==> src/rtl/disp_scan_mux.sv <==
// Multiplexed hex-digit display scanner: free-running slot divider, per-digit scan,
// tear-free double-buffered value update at frame wrap, optional leading-zero blanking.
module disp_scan_mux #(
  parameter int NDIGIT   = 4,
  parameter int CLKDIV   = 1000,
  parameter int BLANK_LZ = 1
) (
  input  logic                  clk,
  input  logic                  rst_n,
  input  logic                  enable,
  input  logic                  load,
  input  logic [4*NDIGIT-1:0]   value,
  input  logic [NDIGIT-1:0]     dp_in,
  output logic [7:0]            led,
  output logic [NDIGIT-1:0]     sel,
  output logic                  frame_done
);

  localparam int DW = (CLKDIV > 2) ? $clog2(CLKDIV) : 1;
  localparam int IW = (NDIGIT > 1) ? $clog2(NDIGIT) : 1;

  logic [DW-1:0]          div;
  logic [IW-1:0]          idx;
  logic [4*NDIGIT-1:0]    pend_val, disp_val;
  logic [NDIGIT-1:0]      pend_dp, disp_dp;
  logic                   pend_flag;

  logic                   div_tc, wrap;
  logic [NDIGIT-1:0]      blank;
  logic [3:0]             cur_hex;
  logic [7:0]             led_nxt;
  logic [NDIGIT-1:0]      sel_nxt;

  function automatic logic [6:0] seg7(input logic [3:0] h);
    case (h)
      4'h0: seg7 = 7'b1111110;
      4'h1: seg7 = 7'b0110000;
      4'h2: seg7 = 7'b1101101;
      4'h3: seg7 = 7'b1111001;
      4'h4: seg7 = 7'b0110011;
      4'h5: seg7 = 7'b1011011;
      4'h6: seg7 = 7'b1011111;
      4'h7: seg7 = 7'b1110000;
      4'h8: seg7 = 7'b1111111;
      4'h9: seg7 = 7'b1111011;
      4'hA: seg7 = 7'b1110111;
      4'hB: seg7 = 7'b0011111;
      4'hC: seg7 = 7'b0001101;
      4'hD: seg7 = 7'b0111101;
      4'hE: seg7 = 7'b1001111;
      default: seg7 = 7'b1000111;
    endcase
  endfunction

  assign div_tc = (div == DW'(CLKDIV - 1));
  assign wrap   = div_tc && (idx == IW'(NDIGIT - 1));

  // A digit is blanked when it and every more-significant digit are zero.
  always_comb begin
    logic acc;
    acc   = 1'b0;
    blank = '0;
    for (int i = NDIGIT - 1; i >= 0; i--) begin
      acc = acc | (|disp_val[4*i +: 4]);
      blank[i] = (BLANK_LZ != 0) && (i > 0) && !acc;
    end
  end

  always_comb begin
    cur_hex = disp_val[4*int'(idx) +: 4];
    led_nxt = {blank[idx] ? 7'b0 : seg7(cur_hex), disp_dp[idx]};
    sel_nxt = NDIGIT'(1) << idx;
    if (!enable) begin
      led_nxt = '0;
      sel_nxt = '0;
    end
  end

  always_ff @(posedge clk or negedge rst_n) begin
    if (!rst_n) begin
      div <= '0;
      idx <= '0;
    end else begin
      div <= div_tc ? '0 : div + DW'(1);
      if (div_tc) idx <= (idx == IW'(NDIGIT - 1)) ? '0 : idx + IW'(1);
    end
  end

  // Display only changes at frame wrap; a load on the wrap edge stays pending.
  always_ff @(posedge clk or negedge rst_n) begin
    if (!rst_n) begin
      pend_val  <= '0;
      pend_dp   <= '0;
      pend_flag <= 1'b0;
      disp_val  <= '0;
      disp_dp   <= '0;
    end else begin
      if (wrap && pend_flag) begin
        disp_val <= pend_val;
        disp_dp  <= pend_dp;
      end
      if (load) begin
        pend_val  <= value;
        pend_dp   <= dp_in;
        pend_flag <= 1'b1;
      end else if (wrap) begin
        pend_flag <= 1'b0;
      end
    end
  end

  always_ff @(posedge clk or negedge rst_n) begin
    if (!rst_n) begin
      led        <= '0;
      sel        <= '0;
      frame_done <= 1'b0;
    end else begin
      led        <= led_nxt;
      sel        <= sel_nxt;
      frame_done <= wrap;
    end
  end

endmodule

==> config.mk <==
export PLATFORM = sky130hd
export DESIGN_NAME = disp_scan_mux
export DESIGN_NICKNAME = d
export VERILOG_FILES = /design/src/rtl/disp_scan_mux.sv
export SDC_FILE = /design/constraint.sdc
export NUM_CORES = 1
export LEC_CHECK = 0
export ABC_AREA = 1
export CAP_MARGIN = 20
export CORE_ASPECT_RATIO = 0.7
export CORE_UTILIZATION = 52
export DETAILED_ROUTE_END_ITERATION = 8
export PLACE_DENSITY_LB_ADDON = 0.1
export RECOVER_POWER = 25
export SYNTH_ARGS = -nofsm -noshare
export SYNTH_HDL_FRONTEND = slang
export SYNTH_SLANG_ARGS = --single-unit
==> constraint.sdc <==
create_clock -name clk -period 4.6 [get_ports clk]
set_input_delay 0.92 -clock clk [delete_from_list [all_inputs] [get_ports clk]]
set_output_delay 0.92 -clock clk [all_outputs]
set_load 0.02 [all_outputs]
==> out/summary.txt <==
HPWL after detailed placement -> 3830 µm
Ys Warns -> 0
DRT Pass-1 Iters -> 5
Port Buf Inserts -> 36
Post-Route WL -> 5840 µm
Power Density -> 340 nW/µm²
Cell variety after synth -> 23
1st-iter DRT viols -> 158
Max IR drop VDD -> 0.188 mV
Inst Count DP -> 484
DR WL/cell -> 11.6 µm
Die H -> 66.6 µm
CTS tree -> yes
most frequent cell after synthesis -> nand2_1
Die Wd -> 94.3 µm
IO Pins -> 37
outcome -> completed
post-cts sizing count -> 0
top cells by area, synth -> dfrtp_1 53%, nand2_1 22%, ha_1 4.4%
core footprint -> 5730 µm²
met3 wire len -> 276 µm
Worst Path Class, Setup -> primary input to asynchronous set/reset pin
CTS Sinks -> 66
CP max stage cell -> clkbuf_1
nets -> 456
MaxCap Viol Count -> 0
worst slew pin tran -> 1400 ps
sequential-to-total area share from yosys stat -> 0.532
Synth Flop Type -> dfrtp_1
critical path, cell by cell -> clkbuf_1, clkbuf_1
DRT met1 WL -> 2780 µm
largest net degree at the start of global routing -> 50
final setup vio count -> 0
Worst path max stage delay -> 1100 ps
Final period util -> 0.595
Async SR Flop Fraction -> 1.00
worst skew pair latency -> 340 ps
Initial Util -> 0.542
final setup TNS -> 0 ps
met2 layer wire length in the routed design -> 2680 µm
post-synth net total -> 417
global route total overflow -> 0
FF+latch count, synth -> 66
CP Capture Type -> asynchronous set/reset pin
Worst EP arrival -> 2950 ps
gpl congestion -> 0.861
Max Slew Vio Count -> 0
DRC -> 0
ant diodes -> 0
share of the synthesized area in the top cell type -> 0.532
Cell Area, Synth -> 3100 µm²
Crit path top cell by count -> clkbuf_1
vias in the first global route -> 2306
Reg clk slew, reported paths -> 70 ps
Mapped Cells -> 382
fin area -> 3740 µm²
first-pass GRT wire length -> 10100 µm
Hold Crit Class -> register to register
Max-slew headroom -> 0.0650
Pleak -> 0.00200 µW
Post-synth EDFFs -> 0
antenna-violating nets left -> 0
largest area contributor in the netlist -> dfrtp_1
post-route insts no fill -> 501
Area growth syn-to-layout -> 20.6%
Row Count -> 23
CTS Buf Count -> 9
critical path launch point type -> primary input
CTS max path bufs -> 2
share of cells above drive strength 1 -> 0.0822
WP data required -> 4820 ps
FMAX -> 366 MHz
Root Driver -> clkbuf_8
Top Family by Delay on Critical Path -> buffers and inverters
top post-synthesis cells by count -> 182 x nand2_1, 66 x dfrtp_1, 27 x nor2_1
Clock Skews -> 10.7 ps
CP Max Fanout -> 26
Post-CTS Setup Inserts -> 0
DR top layer -> met4
antenna violations before repair -> 0
GRT Overall Usage -> 0.218
vias per cell -> 4.86
Layout Utilization -> 0.654
Avg Cell Area, Syn -> 8.13 µm²
final hold vios -> 0
H-tree depth -> 3
Pwr Total -> 1270 µW
WP buf/inv -> 2
number of hold buffers added after cts -> 0
Final min period -> 2740 ps
Cell Area, Placed -> 3490 µm²
Fill cells -> 510
unrepaired setup endpoints after global routing -> false
Die Area -> 6290 µm²
routed via count -> 2437
==> cells by family (layout without fill, tap and decap cells) <==
kind of cell,Yosys count,in the layout,share of synthesized area
AOI/OAI and AO/OA,22,22,0.0371
xor gates and xnor gates,1,1,0.00282
adders and majority gates,11,11,0.0443
buffers and inverters,39,83,0.0605
DFF,66,66,0.532
and+or+nand+nor,243,243,0.323
==> final cells by class <==
class / instances / area, µm² / share of cell area
flip-flops and latches: 66 / 1650 / 0.441
clock buffers: 10 / 138 / 0.0368
multi-input cells: 277 / 1260 / 0.338
clock inverters: 6 / 114 / 0.0304
repair buffers: 39 / 377 / 0.101
well taps: 75 / 93.8 / 0.0251
inverters: 28 / 105 / 0.0281
==> per-stage QoR <==
step                hold slack, ps  setup slack [ps]
CTS                            467              2250
global route                   477              1450
finish                         463              1860
global placement               454              1960
floorplan                      433              3040
detailed placement             453              1900
==> power by group <==
| group | internal (µW) | switching, µW | leakage (µW) |
|---|---|---|---|
| clock network | 375 | 225 | 0.000119 |
| registers | 599 | 9.00 | 0.000851 |
| logic | 30.6 | 34.9 | 0.00103 |
==> registers in the layout, indices dropped and copies added (netlist names) <==
register / count
div: 10
frame_done: 1
pend_val: 16
sel: 4
pend_dp: 4
disp_val: 16
pend_flag: 1
disp_dp: 4
idx: 2
led: 8
==> worst paths after layout <==
check	from	to	slack (ps)	cells after the start
worst min-delay path	div[0]	div[0]	460	1
min in group asynchronous	rst_n	div[8]	840	1
worst min register to register	div[0]	div[0]	460	1
worst max register to register	idx[0]	led[2]	2520	9
worst max-delay path	rst_n	pend_val[1]	1860	2
max in group clk	load	pend_val[12]	2270	4
==> cell usage in the layout, fill, tap and decap left out, drive strengths merged <==
cell type and count:
nand2 188, dfrtp 66, nand3b 1, nor2 30, a21oi 10, ha 11
inv 28, nand3 19, clkdlybuf4s50 35, clkinvlp 2, clkinv 1, a31oi 1
xor2 1, o21ai 11, nor3 5, bufinv 3, buf 2, clkbuf 12
==> layer usage <==
layer  track usage  up-vias
li1              -     1255
met1         0.273     1121
met2         0.355       50
met3        0.0605       11
met4        0.0904        0
met5             0        -
Note: power is estimated with default switching activity, not from simulation.
